File: config.mk
export PLATFORM = sky130hd
export DESIGN_NAME = load_store_unit
export DESIGN_NICKNAME = d
export VERILOG_FILES = /design/src/rtl/load_store_unit.sv
export SDC_FILE = /design/constraint.sdc
export NUM_CORES = 1
export LEC_CHECK = 0
export ABC_AREA = 1
export CAP_MARGIN = 0
export CELL_PAD_IN_SITES_DETAIL_PLACEMENT = 0
export CELL_PAD_IN_SITES_GLOBAL_PLACEMENT = 1
export CORE_MARGIN = 2
export CORE_UTILIZATION = 25
export CTS_BUF_LIST = sky130_fd_sc_hd__clkbuf_4
export CTS_CLUSTER_DIAMETER = 50
export CTS_CLUSTER_SIZE = 28
export DETAILED_ROUTE_END_ITERATION = 7
export GPL_TIMING_DRIVEN = 0
export HOLD_SLACK_MARGIN = 0.03
export PLACE_DENSITY = 0.84
export SLEW_MARGIN = 20
export SYNTH_ARGS = -nofsm -noshare
export SYNTH_HDL_FRONTEND = slang
export SYNTH_SLANG_ARGS = --single-unit
File: constraint.sdc
create_clock -name clk -period 2 [get_ports clk]
set_input_delay 0.4 -clock clk [delete_from_list [all_inputs] [get_ports clk]]
set_output_delay 0.4 -clock clk [all_outputs]
set_load 0.1 [all_outputs]
File: src/rtl/load_store_unit.sv
// load_store_unit: initiator side of the CPU data-memory interface.
// Takes one load/store from the execute stage, forms the effective address,
// validates size/alignment, pulses one memory strobe, then returns the
// extended read word with a done pulse.
// Optional build macro: LSU_MISALIGN_TRAP_EN (reject misaligned accesses
// instead of force-aligning them).
module load_store_unit #(
  parameter int ADDR_W = 8
) (
  input  logic              clk,
  input  logic              reset,
  input  logic              req_valid,
  output logic              req_ready,
  input  logic              req_store,
  input  logic [2:0]        req_funct,
  input  logic [31:0]       req_base,
  input  logic [11:0]       req_offset,
  input  logic [31:0]       req_wdata,
  output logic              done,
  output logic              err,
  output logic [31:0]       load_data,
  output logic [ADDR_W-1:0] mem_addr,
  output logic [31:0]       mem_write_data,
  output logic              mem_read,
  output logic              mem_write,
  output logic              signed_unsigned,
  output logic [1:0]        mem_size,
  input  logic [31:0]       mem_read_data
);

  typedef enum logic [1:0] {
    IDLE    = 2'd0,
    ISSUE   = 2'd1,
    CAPTURE = 2'd2,
    RESP    = 2'd3
  } state_t;

  state_t            state_q, state_d;
  logic              store_q, store_d;
  logic              su_q, su_d;
  logic [1:0]        size_q, size_d;
  logic [ADDR_W-1:0] addr_q, addr_d;
  logic [31:0]       wdata_q, wdata_d;
  logic              mem_read_q, mem_read_d;
  logic              mem_write_q, mem_write_d;
  logic              done_q, done_d;
  logic              err_q, err_d;
  logic [31:0]       load_data_q, load_data_d;

  logic [31:0]       ea_full_s;
  logic [ADDR_W-1:0] ea_s;
  logic [ADDR_W-1:0] ea_final_s;
  logic              illegal_s;
  logic              misaligned_s;
  logic              reject_s;
  logic              unused_ea_s;

  // Byte/half results are sign- or zero-extended to 32 bits; words pass through.
  function automatic logic [31:0] extend_load(input logic [31:0] word,
                                              input logic [1:0]  size,
                                              input logic        is_unsigned);
    logic [31:0] result;
    case (size)
      2'b01:   result = {{24{~is_unsigned & word[7]}}, word[7:0]};
      2'b10:   result = {{16{~is_unsigned & word[15]}}, word[15:0]};
      default: result = word;
    endcase
    return result;
  endfunction

  assign ea_full_s   = req_base + {{20{req_offset[11]}}, req_offset};
  assign ea_s        = ea_full_s[ADDR_W-1:0];
  // Address bits above ADDR_W are dropped: the sum wraps silently.
  assign unused_ea_s = ^ea_full_s[31:ADDR_W];

  // Classify the incoming request: illegal size code, misalignment, final address.
  always_comb begin
    illegal_s    = (req_funct[1:0] == 2'b00) ||
                   (req_funct[2] && (req_funct[1:0] == 2'b11));
    misaligned_s = 1'b0;
    if (req_funct[1:0] == 2'b10) begin
      misaligned_s = ea_s[0];
    end else if (req_funct[1:0] == 2'b11) begin
      misaligned_s = (ea_s[1:0] != 2'b00);
    end else begin
      misaligned_s = 1'b0;
    end
`ifdef LSU_MISALIGN_TRAP_EN
    ea_final_s = ea_s;
    reject_s   = illegal_s || misaligned_s;
`else
    ea_final_s = ea_s;
    if (misaligned_s && (req_funct[1:0] == 2'b10)) begin
      ea_final_s[0] = 1'b0;
    end else if (misaligned_s) begin
      ea_final_s[1:0] = 2'b00;
    end else begin
      ea_final_s = ea_s;
    end
    reject_s = illegal_s;
`endif
  end

  // Next-state and registered-output logic for the access sequencer.
  always_comb begin
    state_d     = state_q;
    store_d     = store_q;
    su_d        = su_q;
    size_d      = size_q;
    addr_d      = addr_q;
    wdata_d     = wdata_q;
    mem_read_d  = 1'b0;
    mem_write_d = 1'b0;
    done_d      = 1'b0;
    err_d       = 1'b0;
    load_data_d = load_data_q;
    case (state_q)
      IDLE: begin
        if (req_valid) begin
          store_d = req_store;
          su_d    = req_funct[2];
          size_d  = req_funct[1:0];
          addr_d  = ea_final_s;
          wdata_d = req_wdata;
          if (reject_s) begin
            state_d = RESP;
            done_d  = 1'b1;
            err_d   = 1'b1;
          end else begin
            state_d     = ISSUE;
            mem_read_d  = ~req_store;
            mem_write_d = req_store;
          end
        end else begin
          state_d = IDLE;
        end
      end
      ISSUE: begin
        if (store_q) begin
          state_d = RESP;
          done_d  = 1'b1;
        end else begin
          state_d = CAPTURE;
        end
      end
      CAPTURE: begin
        state_d     = RESP;
        done_d      = 1'b1;
        load_data_d = extend_load(mem_read_data, size_q, su_q);
      end
      RESP: begin
        state_d = IDLE;
      end
      default: begin
        state_d = IDLE;
      end
    endcase
  end

  // State and output registers with synchronous reset.
  always_ff @(posedge clk) begin
    if (reset) begin
      state_q     <= IDLE;
      store_q     <= 1'b0;
      su_q        <= 1'b0;
      size_q      <= 2'b00;
      addr_q      <= '0;
      wdata_q     <= 32'h0000_0000;
      mem_read_q  <= 1'b0;
      mem_write_q <= 1'b0;
      done_q      <= 1'b0;
      err_q       <= 1'b0;
      load_data_q <= 32'h0000_0000;
    end else begin
      state_q     <= state_d;
      store_q     <= store_d;
      su_q        <= su_d;
      size_q      <= size_d;
      addr_q      <= addr_d;
      wdata_q     <= wdata_d;
      mem_read_q  <= mem_read_d;
      mem_write_q <= mem_write_d;
      done_q      <= done_d;
      err_q       <= err_d;
      load_data_q <= load_data_d;
    end
  end

  assign req_ready       = (state_q == IDLE);
  assign done            = done_q;
  assign err             = err_q;
  assign load_data       = load_data_q;
  assign mem_addr        = addr_q;
  assign mem_write_data  = wdata_q;
  assign mem_read        = mem_read_q;
  assign mem_write       = mem_write_q;
  assign signed_unsigned = su_q;
  assign mem_size        = size_q;

endmodule
Yosys cells after proc, flatten, opt, wreduce, memory -nomap -nowiden
Index checks and enable logic that the tools add are counted.
{ "totals": {"register_bits": 82, "input_bits": 115, "out_inout_bits": 80, "word_cells": 48} }
{ "op_classes": {"addsub": 1, "eq_ne": 7, "mux": 14, "n_bitwise": 6, "reduce_logical": 9} }
{ "op_table": {"columns": ["operator", "count"], "rows": [
  ["$pmux 32 s2", 1],
  ["$eq 2x2->1 const B", 5],
  ["$add 8x8->8", 1],
  ["$mux 1", 8],
  ["$pmux 2 s4", 1],
  ["$mux 2", 3],
  ["$eq 2x1->1 const B", 2],
  ["$logic_not 2->1", 2],
  ["$not 1->1", 4],
  ["$reduce_or 4->1", 1],
  ["$pmux 1 s3", 1],
  ["$and 1x1->1", 2],
  ["$logic_and 1x1->1", 2],
  ["$reduce_and 2->1", 1],
  ["$reduce_bool 2->1", 1],
  ["$reduce_or 2->1", 1],
  ["$logic_or 1x1->1", 1]
]} }

Longest topological paths before layout
Gate-level depths: netlist of run 1.
{ "logic_depth": {"depth_word": 6, "mapped_depth": 12, "depth_no_buf": 12} }

Least setup slack after synthesis of run 1
OpenSTA, ideal clock, no wires.
{ "synth_path": {"kind": "register -> register", "start": "register size_q[0], in the netlist mem_size[0]", "end": "register load_data_q[10], in the netlist load_data[10]", "setup_time_ns": 0.119, "arrival_time_ns": 1.983, "required_ns": 1.881, "path_slack_ns": -0.102, "stages_incl_launch_ff": 9, "path_buffers": 1, "period_less_slack_ns": 2.102, "cell_sequence": "dfxtp_1 > inv_1 > ha_1 > buf_6 > nor2_4 > nand3_1 > nand2_2 > o221ai_1 > inv_1"} }
{ "synth_via": {"elab_chain_len": 2, "word_cells_on_any_way": 3, "classes_between": "eq/ne: 2; mux: 1"} }
{ "synth_rtl": {"columns": ["item", "line_no", "rtl"], "rows": [
  ["start: declaration", "41", "logic [1:0] size_q, size_d;"],
  ["start signal: assignment", "178", "size_q <= size_d;"],
  ["$eq 2x2->1 / $eq 2x1->1 (equally long branches)", "63", "case (size)"],
  ["$pmux 32 s2 (*)", "63", null],
  ["end signal: assignment", "185", "load_data_q <= load_data_d;"],
  ["end: declaration", "48", "logic [31:0] load_data_q, load_data_d;"]
]} }
Mark *: on every way between the ends. The rest lies on a longest branch, timed or not.
A chain may end at the register's enable or synchronous reset.

Worst setup path in the final report of run 1
{ "layout_path": {"start": "register su_q, in the netlist signed_unsigned", "end": "output signed_unsigned"} }
{ "layout_lines": {"columns": ["item", "line_no", "rtl"], "rows": [
  ["start: declaration", "40", "logic su_q, su_d;"],
  ["start signal: assignment", "177", "su_q <= su_d;"],
  ["end: declaration", "26", "output logic signed_unsigned,"]
]} }
No word-level cell between the ends.

==> results.sh, run 1 <==
export IMPL_holdPathStages=2
export IMPL_synth_top_family_by_area="simple AND/OR/NAND/NOR gates"
export IMPL_clockBufferDepth=2
export IMPL_path_max_fanout=3
export IMPL_required_ns=1.60
export IMPL_grt_pass1_vias=3333
export IMPL_powerDensity_mw_per_mm2=1170
export IMPL_synthAdderAreaFrac_pct=5.59
export IMPL_syn_avg_cell_area_sq_um=7.87
export IMPL_grt_overflow=0
export IMPL_finalSetupTns_ns=0
export IMPL_clkTransAtPathRegs_ns=0.13
export IMPL_routed_via_density=4.40
export IMPL_ios=195
export IMPL_netlist_area_sq_mm=0.00349
export IMPL_synth_xor_area_share_pct=0.501
export IMPL_grt_util_all_layers_pct=14.5
export IMPL_finalWeightedCongestion=0.773
export IMPL_cts_root_buf="clkbuf_4"
export IMPL_regToRegSetupSlack_ns=0.51
export IMPL_die_height_um=122
export IMPL_synth_cell_types=33
export IMPL_min_period_ns=1.89
export IMPL_min_delay_start="mem_addr[0]"
export IMPL_wl_per_cell_um=13.6
export IMPL_synth_yosys_seq_area_share_pct=47.0
export IMPL_rsz0062_at_grt="no"
export IMPL_min_path_type="reg -> reg"
export IMPL_die_x_um=122
export IMPL_total_leakage_power_nw=2.40
export IMPL_syn_nets=574
export IMPL_port_buffers=166
export IMPL_antenna_cells=0
export IMPL_power_internal_mw=3.13
export IMPL_maxCapViolations=0
export IMPL_antenna_found_initial=0
export IMPL_power_switching_mw=3.43
export IMPL_nFillCells=1413
export IMPL_dp_hpwl_um=8460
export IMPL_grt_pass1_wl_um=16400
export IMPL_drive_gt1_share_pct=21.4
export IMPL_worstPathArrival_ns=1.49
export IMPL_clkSinkCount=82
export IMPL_reg2reg_to="done"
export IMPL_max_freq_mhz=529
export IMPL_fin_crit_sh_pct=94.5
export IMPL_hold_viol=0
export IMPL_h_tree_depth=3
export IMPL_synth_simple_area_share_pct=20.0
export IMPL_seq_area_sq_mm=0.00164
export IMPL_cts_tree="built"
export IMPL_endpoint_kind="output port"
export IMPL_die_area_sq_mm=0.0149
export IMPL_combPwrFrac_pct=53.8
export IMPL_run_status="finished, final reports clean"
export IMPL_crit_family="buffers and inverters"
export IMPL_drt_iter0_markers=150
export IMPL_crit_chain="clkdlybuf4s15_2"
export IMPL_synth_cells=444
export IMPL_wirelength_um=11000
export IMPL_finalSetupViolations=0
export IMPL_synth_seq_cells=82
export IMPL_worst_path_buf_inv=1
export IMPL_cpMaxStageDelayCell="clkdlybuf4s15_2"
export IMPL_core_area_sq_mm=0.0138
export IMPL_setup_slack_ns=0.111
export IMPL_hold_buffers=0
export IMPL_p_sw_share_pct=52.3
export IMPL_p_clk_share_pct=14.8
export IMPL_multiInputGateArea_sq_mm=0.00154
export IMPL_synth_compound_area_share_pct=18.0
export IMPL_pwr_share_seq_pct=31.4
export IMPL_place_ws_ns=-0.179
export IMPL_areaGrowthSynthToFinish_pct=60.7
export IMPL_initial_core_util_pct=25.4
export IMPL_reg2reg_from="state_q[0]"
export IMPL_cp_slowest_stage_delay_ns=0.60
export IMPL_grt_max_degree=14
export IMPL_crit_type="reg -> out"
export IMPL_ys_warn_count=0
export IMPL_rows=43
export IMPL_finalNetCount=751
export IMPL_finClkSkew_ns=0.0103
export IMPL_start_kind="flip-flop"
export IMPL_numCtsBuffers=9
export IMPL_ant_nets=0
export IMPL_ir_worst_vdd_uv=422
export IMPL_r2r_cells=6
export IMPL_muxShareOfSynthArea_pct=0
export IMPL_max_slew_worst_pin_slew_ns=0.573
export IMPL_slew_headroom_pct=62.0
export IMPL_whs_endpoint="mem_addr[0]"
export IMPL_firstDrtPassIters=4
export IMPL_report_final_slew_viol_count=0
export IMPL_vias=3545
export IMPL_drc_errors=0
export IMPL_insertion_delay_ns=0.45
routing by layer:
metal | up-vias | global-route usage, % | share of wire [%]
met2 | 140 | 24.9 | 48
li1 | 1796 | - | -
met4 | 0 | 5.24 | 1.4
met3 | 13 | 4.88 | 8.9
met5 | - | 0 | 0
met1 | 1596 | 16.6 | 42
power by group through the flow:
stage	Clock (mW)	Combinational, mW	Sequential (mW)
floorplan	0	0.798	3.97
finish	0.971	3.52	2.06
global placement	0	3.59	2.08
global route	1.10	3.71	2.09
CTS	1.04	3.55	2.06
detailed placement	0	3.62	2.10
placed cells by master, fill, tap and decap left out, drive strengths merged:
| cell type | netlist | layout |
|---|---|---|
| nor2 | 106 | 106 |
| clkdlybuf4s50 | 0 | 86 |
| dfxtp | 82 | 82 |
| clkdlybuf4s15 | 0 | 79 |
| o21ai | 65 | 65 |
| inv | 43 | 44 |
| a21oi | 42 | 42 |
| nand2 | 34 | 34 |
| buf | 20 | 20 |
| clkbuf | 5 | 16 |
| ha | 14 | 14 |
| nand3 | 10 | 10 |
| o221ai | 8 | 8 |
| nand3b | 4 | 4 |
| clkinv | 0 | 4 |
| or2 | 3 | 3 |
| nor3 | 2 | 2 |
| a22o | 1 | 1 |
| o211ai | 1 | 1 |
| xor2 | 1 | 1 |
| xnor2 | 1 | 1 |
| a21boi | 1 | 1 |
| fa | 1 | 1 |
| bufinv | 0 | 1 |
cell usage after synthesis:
| cell | instances | area [sq um] |
|---|---|---|
| or2_1 | 2 | 12.5 |
| inv_2 | 2 | 7.51 |
| buf_2 | 14 | 70.1 |
| o221ai_1 | 8 | 70.1 |
| o21ai_0 | 65 | 325 |
| xor2_1 | 1 | 8.76 |
| a21oi_1 | 42 | 210 |
| a22o_1 | 1 | 8.76 |
| nand2_4 | 1 | 11.3 |
| clkbuf_2 | 1 | 5.00 |
| xnor2_1 | 1 | 8.76 |
| nor2_2 | 1 | 6.26 |
| nor2_1 | 103 | 387 |
| nand3b_4 | 1 | 20.0 |
| or2_4 | 1 | 8.76 |
| buf_4 | 3 | 22.5 |
| nand3b_1 | 3 | 22.5 |
| nand3_1 | 8 | 40.0 |
| inv_1 | 40 | 150 |
| ha_1 | 14 | 175 |
| a21boi_1 | 1 | 7.51 |
| nand2_1 | 29 | 109 |
| dfxtp_1 | 82 | 1640 |
| nor3_1 | 1 | 5.00 |
| clkbuf_1 | 4 | 15.0 |
| fa_1 | 1 | 20.0 |
| inv_4 | 1 | 6.26 |
| buf_6 | 3 | 33.8 |
| nand3_2 | 2 | 20.0 |
| nand2_2 | 4 | 25.0 |
| nor3_2 | 1 | 10.0 |
| o211ai_1 | 1 | 7.51 |
| nor2_4 | 2 | 22.5 |
stage by stage:
stage / cells / hold WS [ns] / area (sq um) / power, mW / util (%)
4_1_cts: 806 / 0.462 / 5610 / 6.64 / 40.7
5_1_grt: 806 / 0.497 / 5610 / 6.90 / 40.8
6_report: 806 / 0.478 / 5610 / 6.55 / 40.8
3_5_place_dp: 790 / 0.466 / 5390 / 5.72 / 39.1
2_1_floorplan: 444 / 0.472 / 3500 / 4.77 / -
3_3_place_gp: 790 / 0.464 / 5390 / 5.67 / 39.1
sequential cells by signal, indices dropped and copies added, names as in the netlist, 2 cells and up:
| register | count |
|---|---|
| state_q | 2 |
| mem_size | 2 |
| load_data | 32 |
| mem_addr | 8 |
| mem_write_data | 32 |
cell families after synthesis:
group,after synthesis
buffers and inverters,68
adder cells (fa/ha/maj),15
XOR/XNOR,2
AND/OR/NAND/NOR,159
AO/OA/AOI/OAI,118
flip-flops,82
how the worst max path moves through the flow:
stage | startpoint | endpoint | depth (start not counted)
after global routing | signed_unsigned | signed_unsigned | 1
final | signed_unsigned | signed_unsigned | 1
after CTS | state_q[0] | req_ready | 3
after detailed placement | req_offset[0] | mem_addr[4] | 12
after global placement | req_base[0] | mem_addr[4] | 12
after floorplan | mem_size[0] | load_data[10] | 8
layout make-up:
cell class	count	share of cell area, %
timing repair buffer	166	31.3
sequential	82	29.3
multi-input combinational	294	27.5
tap	180	4.01
inverter	43	2.92
buffer	25	2.61
clock buffer	10	1.34
clock inverter	6	1.00
worst reg2reg max path, delay by kind of cell, from the launching register on:
kind,cells,cell delay [ns]
AOI/OAI and AO/OA,2,0.45
DFF,1,0.39
buffers and inverters,2,0.28
adders and majority gates,1,0.19
and+or+nand+nor,1,0.07
timing repair:
action / CTS / global route
setup endpoints to repair: 80 / 1
gates resized for setup: 242 / 1
buffers inserted: 0 / 0
Note: power is estimated with default switching activity, not from simulation.
==> inputs of run 2 (changes only) <==
- CAP_MARGIN: 0 -> 20
==> results of run 2 <==
Same layout as run 1: the final DEF is identical, and so are final timing and power.
==> variant: new RTL, settings of run 1 <==
The parameter `ADDR_W` goes from 8 to 9.
--- a/src/rtl/load_store_unit.sv
+++ b/src/rtl/load_store_unit.sv
@@ -5,7 +5,7 @@
 // Optional build macro: LSU_MISALIGN_TRAP_EN (reject misaligned accesses
 // instead of force-aligning them).
 module load_store_unit #(
-  parameter int ADDR_W = 8
+  parameter int ADDR_W = 9
 ) (
   input  logic              clk,
   input  logic              reset,
Ports: changed (resized mem_addr); port bits go from 195 to 196. No check against the original RTL was run, so the function may have changed too.
==> variant against run 1 <==
- synthesized cell count up 3.6%
- clock power increased by 25%
- non-clock buffer count is 4 higher
- count of clock-buffer cells in the layout is the same
- sequential share of layout area fell by 0.96 points
- core utilization is essentially flat
- setup slack gained 0.023 ns
- sequential cell count rose by 1
- synthesized area grew 5.1%
- routed wire length rose by 0.97%
- power is 6.1% higher
- cell area increased by 4.6%
==> variant: results (changes against run 1) <==
Route
  – DR vias/cell: 4.39 (-0.25%)
  – 1st-iter DRT viols: 118 (-21%)
  – Routed vias: 3637 (+2.6%)
  – Drt wl/cell: 13.4 µm (-1.8%)

Power
  – P_leak: 2.49 nW (+4.0%)
  – Maximum vdd drop: 0.646 mV (+53%)

Global route
  – First-pass GRT wire length: 18200 µm (+11%)
  – Met2 Usage GRT: 0.247 (-0.00218)
  – GR met1 Demand/Resource: 0.164 (-0.00190)
  – Grt met3 use: 0.0685 (+0.0197)
  – GRT Total Usage: 0.144 (-0.000664)
  – Largest net degree at the start of global routing: 14 (unchanged)

Synthesis
  – List of most frequent post-synthesis cells: nor2_1 (103), dfxtp_1 (83), o21ai_0 (60), inv_1 (41), nand2_1 (37)
  – Sequential element share of the synthesized area: 0.452 (-0.0174)
  – Cell variety after synth: 31 (-6.1%)
  – Gate Count Post-Synth: 460 (+3.6%)
  – Synth area leaders: dfxtp_1 (45%), nor2_1 (11%), o21ai_0 (8.2%)
  – Mapped Nets: 591 (+3.0%)

STA
  – Slew @ Worst Pin: 0.571 ns (-0.00233 ns)
  – Clock skew: 0.00965 ns (-0.000638 ns)

Place
  – Routability cong.: 0.783 (+1.3%)
  – Post-DP HPWL: 8810 µm (+4.2%)
  – PortBufs: 169 (+1.8%)
  – Placed cells: 813 (+2.9%)

CTS
  – H-tree depth: 3 (unchanged)
  – Worst-Skew Late Latency: 0.45 ns (about the same)
  – Post-CTS sizing: 246 (+1.7%)

Worst setup path
  – CP max-delay cell: clkdlybuf4s15_2
  – Worst path arrival time: 1.47 ns (-0.02 ns)
  – Max stage delay on crit path: 0.60 ns (about the same)

Worst hold path
  – Worst Hold Class: reg -> reg

Status
  – Status: finished clean

Cells and area
  – Layout cells sized above 1: 0.228 (+0.0138)
  – Fillers: 1432 (+1.3%)
  – Nets@finish: 771 (+2.7%)
variant: cell types whose count changed in the layout (fill, tap and decap cells not counted), sizes merged, moves of 2 or more:
cell	run 1	this run
buf	20	22
bufinv	1	3
clkdlybuf4s50	86	88
nand2	34	41
nand3	10	14
nor3	2	0
variant: metal layers:
metal  vias up  wire length [µm]
li1       1861                 -
met1      1640              4690
met2       130              5290
met3         6              1030
met4         0                83
met5         -                 0
variant: logic make-up (layout without fill, tap and decap cells):
logic type / count (synthesis) / count (layout) / synth area share
AND/OR/NAND/NOR: 169 / 169 / 0.202
flip-flops: 83 / 83 / 0.452
adder cells (fa/ha/maj): 16 / 16 / 0.0566
buffers and inverters: 70 / 255 / 0.0974
XOR/XNOR: 2 / 2 / 0.00477
AO/OA/AOI/OAI: 120 / 120 / 0.186
variant: area by class of cell:
class,instances,share of cell area
plain buffers,26,0.0320
clock buffers,10,0.0128
clock inverters,6,0.0177
inverters,44,0.0290
multi-input cells,307,0.281
flip-flops and latches,83,0.283
well taps,184,0.0392
repair buffers,169,0.305
variant: worst paths after layout:
kind / start / end / slack, ns / cells after the start
worst min register to register: mem_write_data[2] / mem_write_data[2] / 0.49 / 2
worst max register to register: state_q[0] / mem_write_data[22] / 0.46 / 6
worst max-delay path: signed_unsigned / signed_unsigned / 0.13 / 1
worst min-delay path: mem_write_data[2] / mem_write_data[2] / 0.49 / 2
variant: per-stage QoR:
step | setup WS, ns | instance area [µm²] | setup TNS, ns
finish | 0.133 | 5870 | 0
global route | 0.0265 | 5870 | 0
CTS | 0.0537 | 5870 | 0
detailed placement | -0.256 | 5600 | -0.525
global placement | -0.227 | 5600 | -0.443
floorplan | 0.0172 | 3670 | 0
variant: power by group:
part	internal [mW]	switching, mW
Sequential	1.94	0.151
Combinational	0.881	2.77
Clock	0.639	0.575
Total	3.46	3.50
